`config.mk`:
```
export PLATFORM = sky130hd
export DESIGN_NAME = lcd_ctrl_block
export DESIGN_NICKNAME = d
export VERILOG_FILES = /design/src/rtl/lcd_ctrl_block_pkg.sv /design/src/rtl/lcd_view_addr.sv /design/src/rtl/lcd_ctrl_block.sv
export SDC_FILE = /design/constraint.sdc
export NUM_CORES = 1
export LEC_CHECK = 0
export ABC_AREA = 1
export BUFFER_PORTS_ARGS = -buffer_cell sky130_fd_sc_hd__buf_2
export CORE_MARGIN = 5
export CORE_UTILIZATION = 65
export DETAILED_ROUTE_END_ITERATION = 6
export GPL_ROUTABILITY_DRIVEN = 0
export PLACE_DENSITY = 0.89
export SLEW_MARGIN = 20
export SYNTH_ARGS = -nofsm -noshare
export SYNTH_HDL_FRONTEND = slang
export SYNTH_HIERARCHICAL = 1
export SYNTH_SLANG_ARGS = --single-unit
```
`constraint.sdc`:
```
create_clock -name clk -period 6.75 [get_ports clk]
set_input_delay 1.0125 -clock clk [delete_from_list [all_inputs] [get_ports clk]]
set_output_delay 1.0125 -clock clk [all_outputs]
set_load 0.005 [all_outputs]
```
`src/rtl/lcd_ctrl_block_pkg.sv`:
```
// Shared types and constants for the LCD image controller.
package lcd_ctrl_block_pkg;

  localparam int IMG_W    = 8;
  localparam int VIEW_W   = 4;
  localparam int IMG_PIX  = IMG_W * IMG_W;
  localparam int VIEW_PIX = VIEW_W * VIEW_W;

  localparam logic [2:0] ORIGIN_MAX = 3'd4;
  localparam logic [2:0] ORIGIN_RST = 3'd2;

  typedef enum logic [2:0] {
    RFL  = 3'd0,
    LOAD = 3'd1,
    ZIN  = 3'd2,
    ZFIT = 3'd3,
    SR   = 3'd4,
    SL   = 3'd5,
    SU   = 3'd6,
    SD   = 3'd7
  } cmd_e;

  typedef enum logic [1:0] {
    S_IDLE,
    S_LOAD,
    S_OUT
  } state_e;

  typedef enum logic {
    MODE_FIT,
    MODE_ZOOM
  } mode_e;

  // Pixel index of view position (r,c). The fit view takes odd rows/cols,
  // which in binary is just {r,1,c,1}. The zoom view offsets by the origin.
  function automatic logic [5:0] view_index(input mode_e      mode,
                                            input logic [2:0] org_x,
                                            input logic [2:0] org_y,
                                            input logic [1:0] r,
                                            input logic [1:0] c);
    logic [2:0] row;
    logic [2:0] col;
    row = org_y + {1'b0, r};
    col = org_x + {1'b0, c};
    if (mode == MODE_FIT) begin
      return {r, 1'b1, c, 1'b1};
    end
    return {row, col};
  endfunction

endpackage

```
`src/rtl/lcd_view_addr.sv`:
```
// Maps the current view mode, window origin and view coordinate to an
// image memory index.
module lcd_view_addr
  import lcd_ctrl_block_pkg::*;
(
  input  mode_e      mode,
  input  logic [2:0] org_x,
  input  logic [2:0] org_y,
  input  logic [1:0] row,
  input  logic [1:0] col,
  output logic [5:0] pix_idx
);

  assign pix_idx = view_index(mode, org_x, org_y, row, col);

endmodule

```
`src/rtl/lcd_ctrl_block.sv`:
```
// LCD image controller: 8x8 image store, command FSM and 4x4 view streamer.
module lcd_ctrl_block
  import lcd_ctrl_block_pkg::*;
(
  input  logic       clk,
  input  logic       reset,
  input  logic [7:0] datain,
  input  logic [2:0] cmd,
  input  logic       cmd_valid,
  output logic [7:0] dataout,
  output logic       output_valid,
  output logic       busy
);

  logic [7:0] img [IMG_PIX];

  state_e     state;
  mode_e      mode;
  mode_e      nxt_mode;
  logic [2:0] org_x;
  logic [2:0] org_y;
  logic [2:0] nxt_x;
  logic [2:0] nxt_y;
  logic [3:0] out_cnt;
  logic [5:0] load_cnt;
  logic [3:0] pix_sel;
  logic [5:0] pix_idx;
  logic [7:0] pix_data;
  logic       accept;
  logic       load_last;
  cmd_e       cmd_code;

  assign accept    = (state == S_IDLE) && cmd_valid;
  assign cmd_code  = cmd_e'(cmd);
  assign load_last = (state == S_LOAD) && (load_cnt == 6'(IMG_PIX - 1));

  // View state as it will be after this edge, so the first pixel of a
  // command's output can be fetched at the same edge that changes the view.
  always_comb begin
    nxt_mode = mode;
    nxt_x    = org_x;
    nxt_y    = org_y;
    if (accept) begin
      case (cmd_code)
        ZIN: begin
          if (mode == MODE_FIT) begin
            nxt_mode = MODE_ZOOM;
            nxt_x    = ORIGIN_RST;
            nxt_y    = ORIGIN_RST;
          end
        end
        ZFIT: nxt_mode = MODE_FIT;
        SR: if (mode == MODE_ZOOM && org_x < ORIGIN_MAX) nxt_x = org_x + 3'd1;
        SL: if (mode == MODE_ZOOM && org_x != 3'd0)      nxt_x = org_x - 3'd1;
        SD: if (mode == MODE_ZOOM && org_y < ORIGIN_MAX) nxt_y = org_y + 3'd1;
        SU: if (mode == MODE_ZOOM && org_y != 3'd0)      nxt_y = org_y - 3'd1;
        default: ;
      endcase
    end else if (load_last) begin
      nxt_mode = MODE_FIT;
      nxt_x    = ORIGIN_RST;
      nxt_y    = ORIGIN_RST;
    end
  end

  // Position of the pixel registered at this edge: the first one when a
  // stream starts, otherwise the one after the pixel now on dataout.
  always_comb begin
    pix_sel = 4'd0;
    if (state == S_OUT) begin
      pix_sel = out_cnt + 4'd1;
    end
  end

  lcd_view_addr u_view_addr (
    .mode    (nxt_mode),
    .org_x   (nxt_x),
    .org_y   (nxt_y),
    .row     (pix_sel[3:2]),
    .col     (pix_sel[1:0]),
    .pix_idx (pix_idx)
  );

  // Forward the byte being written when it is also the one being read.
  always_comb begin
    pix_data = img[pix_idx];
    if (state == S_LOAD && pix_idx == load_cnt) begin
      pix_data = datain;
    end
  end

  // Image store: one byte per load cycle in raster order; never reset.
  always_ff @(posedge clk) begin
    if (!reset && state == S_LOAD) begin
      img[load_cnt] <= datain;
    end
  end

  // Command FSM with view state and registered outputs.
  always_ff @(posedge clk) begin
    if (reset) begin
      state        <= S_IDLE;
      mode         <= MODE_FIT;
      org_x        <= ORIGIN_RST;
      org_y        <= ORIGIN_RST;
      out_cnt      <= 4'd0;
      load_cnt     <= 6'd0;
      busy         <= 1'b0;
      output_valid <= 1'b0;
      dataout      <= 8'd0;
    end else begin
      mode  <= nxt_mode;
      org_x <= nxt_x;
      org_y <= nxt_y;
      case (state)
        S_IDLE: begin
          if (accept) begin
            busy <= 1'b1;
            if (cmd_code == LOAD) begin
              state    <= S_LOAD;
              load_cnt <= 6'd0;
            end else begin
              state        <= S_OUT;
              out_cnt      <= 4'd0;
              output_valid <= 1'b1;
              dataout      <= pix_data;
            end
          end
        end
        S_LOAD: begin
          if (load_last) begin
            state        <= S_OUT;
            out_cnt      <= 4'd0;
            output_valid <= 1'b1;
            dataout      <= pix_data;
          end else begin
            load_cnt <= load_cnt + 6'd1;
          end
        end
        S_OUT: begin
          if (out_cnt == 4'(VIEW_PIX - 1)) begin
            state        <= S_IDLE;
            output_valid <= 1'b0;
            busy         <= 1'b0;
            dataout      <= 8'd0;
          end else begin
            out_cnt <= out_cnt + 4'd1;
            dataout <= pix_data;
          end
        end
        default: state <= S_IDLE;
      endcase
    end
  end

endmodule

```
Yosys cells after proc, flatten, opt, wreduce, memory -nomap -nowiden
Memory sizes are Yosys's and may differ from the RTL's.
Cells that the tools add are included.
{ "totals": {"n_memories": 1, "ff_bits": 29, "latch_bits": 0, "elab_cells": 106, "romBits": 0, "out_inout_bits": 10, "ram_bits": 512, "in_bits": 14} }
{ "mem_list": {"columns": ["name", "depth", "word_bits", "read_ports", "rd_ports_with_merged_regs", "wr", "line", "text"], "rows": [
  ["img", 64, 8, 1, 0, 1, "lcd_ctrl_block.sv:15", "logic [7:0] img [IMG_PIX];"]
]} }
{ "classes": {"reduce_logical": 21, "shifts": 0, "eq_ne": 19, "n_bitwise": 0, "n_lt_le_gt_ge": 2, "div": 0, "n_mux": 46, "add_sub_neg": 8, "n_mul": 0} }
{ "ops": {"columns": ["op", "n"], "rows": [
  ["$mux 8", 5],
  ["$mux 3", 10],
  ["$mux 6", 4],
  ["$pmux 8 s3", 1],
  ["$mux 4", 5],
  ["$pmux 3 s3", 2],
  ["$eq 3x3->1 const B", 4],
  ["$pmux 4 s3", 1],
  ["$pmux 6 s2", 1],
  ["$ne 2x2->1 const B", 5],
  ["$reduce_and 5->1", 2],
  ["$mux 1", 9],
  ["$reduce_bool 3->1", 3],
  ["$logic_and 1x1->1", 8],
  ["$mux 2", 4],
  ["$reduce_and 4->1", 2],
  ["$add 3x1->3 const B", 2],
  ["$add 3x2->3", 2],
  ["$add 6x1->6 const B", 1],
  ["$eq 3x2->1 const B", 2],
  ["$eq 6x6->1", 1],
  ["$eq 6x6->1 const B", 1],
  ["$lt 3x3->1 const B", 2],
  ["$pmux 2 s3", 1],
  ["13 further kinds", 18]
]} }

Depth between registers and ports, before layout
{ "logic_depth": {"word_depth": 13, "ltp_mapped": 28, "depth_no_buf": 26} }

Modules after synthesis
The synthesis kept the hierarchy.
{ "by_module_without_submodules": {"columns": ["mod", "n_inst", "cells_per_inst", "area_per_inst_um2", "seq_area_each_um2"], "rows": [
  ["lcd_ctrl_block", 1, 2064, 22774.3, 15955.3],
  ["lcd_view_addr", 1, 29, 167.7, 0.0]
]} }

Worst setup path before layout
OpenSTA, ideal clock, no wires.
{ "synth_path": {"path_kind": "input to register", "from": "input cmd[1]", "to": "register dataout[0]", "setup_time_ns": 0.133, "n_path_buf": 2, "required_time_ns": 6.617, "cell_stages": 24, "setup_slack_ns": 2.898, "arrival_ns": 3.718, "path_cell_list": "inv_1 -> nor2_1 -> nand2_1 -> inv_1 -> nand2_1 -> nand2_1 -> o311ai_0 -> nand2_1 -> ha_1 -> fa_1 -> nand2_1 -> nand2_1 -> inv_1 -> buf_2 -> clkbuf_1 -> nand3_1 -> nand3_1 -> nand2_1 -> nand2_1 -> nand3_1 -> nand3_1 -> nand3_1 -> nand2_1 -> a21oi_2"} }
{ "synth_via": {"elab_chain_len": 11, "word_cells_on_any_way": 27, "cone_classes": "2 x add/sub; 9 x eq/ne; 13 x mux; 2 x reduce/logical; 1 x memory"} }
{ "synth_lines": {"columns": ["item", "line", "text"], "rows": [
  ["from (decl)", "lcd_ctrl_block.sv:8", "input logic [2:0] cmd,"],
  ["$eq 3x3->1 / $eq 3x2->1 (equally long branches)", "lcd_ctrl_block.sv:44", "case (cmd_code)"],
  ["$pmux 3 s3 *", "lcd_ctrl_block.sv:44", null],
  ["$mux 3 *", "lcd_ctrl_block.sv:43", "if (accept) begin"],
  ["named net nxt_x[0]", "lcd_ctrl_block.sv:22", "logic [2:0] nxt_x;"],
  ["$add 3x2->3 *", "lcd_ctrl_block_pkg.sv:44", "col = org_x + {1'b0, c};"],
  ["$mux 6 *", "lcd_ctrl_block_pkg.sv:48", "return {row, col};"],
  ["named net pix_idx[1]", "lcd_ctrl_block.sv:27", "logic [5:0] pix_idx;"],
  ["branches (longest 2 deep; another with $mem_v2 64x8)", null, null],
  ["$mux 8 *", "lcd_ctrl_block.sv:87", "if (state == S_LOAD && pix_idx == load_cnt) begin"],
  ["$mux 8", "lcd_ctrl_block.sv:119", "if (cmd_code == LOAD) begin"],
  ["$mux 8", "lcd_ctrl_block.sv:117", "if (accept) begin"],
  ["$pmux 8 s3 *", "lcd_ctrl_block.sv:115", "case (state)"],
  ["to (signal assigned)", "lcd_ctrl_block.sv:126", "dataout <= pix_data;"],
  ["to (signal assigned)", "lcd_ctrl_block.sv:135", "dataout <= pix_data;"],
  ["to (signal assigned)", "lcd_ctrl_block.sv:148", "dataout <= pix_data;"],
  ["to (decl)", "lcd_ctrl_block.sv:10", "output logic [7:0] dataout,"]
]} }
Mark *: on every way through the listed nets, which the timed path passes. The select of a mux whose other input is x is not followed.
A chain may end at the register's enable or synchronous reset.

Worst setup path after layout
{ "layout_path": {"from": "register org_x[1]", "to": "register dataout[5]"} }
{ "layout_via": {"elab_chain_len": 13, "word_cells_on_any_way": 23, "cone_classes": "3 x add/sub; 1 x order compare; 1 x eq/ne; 13 x mux; 4 x reduce/logical; 1 x memory"} }
{ "layout_lines": {"columns": ["item", "line", "text"], "rows": [
  ["from (decl)", "lcd_ctrl_block.sv:20", "logic [2:0] org_x;"],
  ["from (signal assigned)", "lcd_ctrl_block.sv:113", "org_x <= nxt_x;"],
  ["$lt 3x3->1 / $reduce_bool 3->1 (equally long branches)", "lcd_ctrl_block.sv:53, lcd_ctrl_block.sv:54", null],
  ["$logic_and 1x1->1 (on tied branches)", "lcd_ctrl_block.sv:53, lcd_ctrl_block.sv:54", null],
  ["$mux 3 (on tied branches)", "lcd_ctrl_block.sv:53, lcd_ctrl_block.sv:54", null],
  ["$pmux 3 s3 *", "lcd_ctrl_block.sv:44", null],
  ["$mux 3 *", "lcd_ctrl_block.sv:43", null],
  ["named net nxt_x[0]", "lcd_ctrl_block.sv:22", null],
  ["$add 3x2->3 *", "lcd_ctrl_block_pkg.sv:44", null],
  ["$mux 6 *", "lcd_ctrl_block_pkg.sv:48", null],
  ["named net pix_idx[1]", "lcd_ctrl_block.sv:27", null],
  ["branches (longest 2 deep; another with $mem_v2 64x8)", null, null],
  ["$mux 8 *", "lcd_ctrl_block.sv:87", null],
  ["$mux 8", "lcd_ctrl_block.sv:119", null],
  ["$mux 8", "lcd_ctrl_block.sv:117", null],
  ["$pmux 8 s3 *", "lcd_ctrl_block.sv:115", null]
]} }
Marked as above.

==> impl_metrics.csv <==
group,metric,value,unit
setup_path,critical_path_arrival,5.77,ns
logic_synthesis,synth_top_cells_by_area,"edfxtp_1, nand2_1, nand3_1",
die,die_w,198,um
logic_synthesis,synth_area,22900,sq um
logic_synthesis,avgSynthCellArea,11.0,sq um
finish,syn_to_final_growth,7.77,%
logic_synthesis,syn_inst,2093,
global_routing,grt_usage,0.298,
die,ios,24,
timing,tightest_slew,1.20,ns
setup_path,crit_path_max_fanout,89,
global_routing,gr-total-overflow,0,
timing,grt_setup_unrepaired,"false",
logic_synthesis,synth_common_cells,"nand2_1, edfxtp_1, nand3_1",
global_routing,antenna_found_initial,0,
clock_network,cts_buffers,51,
clock_network,cts_tree,"done",
timing,hold_viol,0,
detailed_routing,ant_nets,0,
place,port_buffers,23,
logic_synthesis,synth_flop_cell,"edfxtp_1",
timing,slew-limit-headroom,0.202,
power,peakVddDrop,265,uV
die,die_h,198,um
power,p_total,7090,uW
timing,fin_tns_setup,0,ns
die,floorplan.initialDensity,0.661,
detailed_routing,met1Wirelength,19.6,mm
timing,finClkSkew,0.0202,ns
timing,fin_crit_sh,0.789,
clock_network,clk_path_buf_depth,3,
detailed_routing,dr.first_iter.drc_count,2722,
clock_network,insertion_delay,0.58,ns
finish,drive_above_1_share,0.0642,
setup_path,crit_type,"flip-flop to flip-flop",
logic_synthesis,yosys.area.top_type_share,0.670,
detailed_routing,drtPass1Iterations,7,
finish,finalNetCount,2096,
logic_synthesis,synth.largest_area_cell,"edfxtp_1",
die,die_area,39200,sq um
logic_synthesis,yosysUniqueCellTypes,38,
clock_network,cts_hold_buf,0,
timing,setup_viol,0,
clock_network,post-cts-setup-buffer-count,0,
timing,min_period,5.33,ns
detailed_routing,wl_met3,7.54,mm
logic_synthesis,ys_ff_latch,541,
detailed_routing,vias,16584,
run_status,status,"complete, no violations",
logic_synthesis,yosysMostFrequentCell,"nand2_1",
global_routing,grt_pass1_wl,90.5,mm
clock_network,cts-root-buf,"clkbuf_16",
setup_path,crit_path_start_kind,"flip-flop",
logic_synthesis,syn_nets,2119,
detailed_routing,avgRoutedWirePerCell,23.0,um
flow_run,cap_violations,0,
global_routing,grt_max_degree,118,
global_routing,grt_pass1_vias,16536,
timing,fmax,0.188,GHz
detailed_routing,drt-vias-per-instance,6.48,
die,core-area,34700,sq um
detailed_routing,routed_wl,58.8,mm
clock_network,clk_pin_slew,0.06,ns
clock_network,cts_num_sinks,541,
power,leakage,0.00889,uW
place,dpl.hpwl,33.0,mm
power,p_per_area,287,nW/um^2
setup_path,worstPathRequired,7.19,ns
detailed_routing,wl_met2,28.3,mm
logic_synthesis,synth_edf_count,512,
timing,drv_slew,0,
finish,n_antenna_cell,0,
detailed_routing,drc,0,
hold_path,hp-class,"flip-flop to flip-flop",
die,rows,68,
setup_path,end_kind,"flip-flop",
logic_synthesis,async_reset_ff_frac,0,
clock_network,ctsHtreeMaxLevel,2,
timing,fin_hold_ws,0.460,ns
logic_synthesis,ys_seq_area_frac,0.695,
detailed_routing,highest_layer,"met4",
clock_network,cts_resized,0,
logic_synthesis,yosysWarnings,6,
[final cells by class]
class                   count  area, sq um
clock buffers              66         1420
multi-input cells        1382         6110
inverters                  52          203
repair buffers             42          295
well taps                 455          569
clock inverters            21          175
fillers                  2177         9990
flip-flops and latches    541        16000
[per-layer routing]
layer,up-vias,global-route usage
met4,0,0.145
li1,7193,-
met5,-,0
met2,1329,0.487
met3,281,0.0658
met1,7781,0.382
[flip-flops by register name (all words and copies together) (netlist names)]
signal	count
out_cnt	4
load_cnt	6
org_x	3
img	512
mode	1
state	2
org_y	3
busy	1
dataout	8
output_valid	1
[per-stage QoR]
stage | utilization | area [sq um] | setup WS (ns) | instances
after floorplan | - | 22900 | 2.90 | 2093
after global placement | 0.666 | 23100 | 1.29 | 2472
after detailed placement | 0.666 | 23100 | 1.12 | 2472
after CTS | 0.712 | 24700 | 1.61 | 2559
after global routing | 0.712 | 24700 | 1.16 | 2559
final | 0.712 | 24700 | 1.42 | 2559
[cell usage in the layout (no fill, tap or decap), types with 16 or more instances in the layout]
master / Yosys / layout
edfxtp_1: 512 / 512
dfxtp_1: 29 / 29
o21ai_0: 17 / 16
a21oi_1: 21 / 21
inv_1: 44 / 42
buf_4: 19 / 16
nand3_1: 459 / 459
nand2_1: 717 / 715
nor2_1: 110 / 110
buf_2: 58 / 23
clkbuf_16: 0 / 53
[worst paths after layout]
kind / from / end / slack, ns / cells past startpoint
worst min register to register: busy / busy / 0.46 / 2
worst max register to register: org_x[1] / dataout[5] / 1.42 / 20
worst max-delay path: org_x[1] / dataout[5] / 1.42 / 20
worst min-delay path: busy / busy / 0.46 / 2
[kinds of logic (layout without fill, tap and decap cells)]
group,Yosys count,count (layout),share of synthesized area
buffers and inverters,170,181,0.0387
and+or+nand+nor,1310,1310,0.243
xor gates and xnor gates,3,3,0.00115
adders and majority gates,12,12,0.00720
AOI/OAI and AO/OA,56,56,0.0144
muxes,1,1,0.000491
DFF,541,541,0.695
[critical path: stages (launching register included)]
cell	delay (ns)
dfxtp_1	0.46
inv_1	0.11
ha_1	0.21
a21oi_1	0.24
nor2_1	0.10
o311ai_0	0.56
nand2_1	0.12
ha_1	0.24
fa_1	0.48
nand2_1	0.10
nand2_4	0.43
buf_4	0.93
nand3_1	0.21
nand3_1	0.18
nand2_1	0.08
nand2_1	0.07
nand3_1	0.11
nand3_1	0.17
nand3_1	0.12
nand2_1	0.12
a21oi_2	0.06
[report_power, final]
| group | switching (uW) | internal, uW |
|---|---|---|
| Sequential | 13.5 | 3680 |
| Clock | 1200 | 1580 |
| Combinational | 461 | 155 |
(Power assumes the default switching activity.)
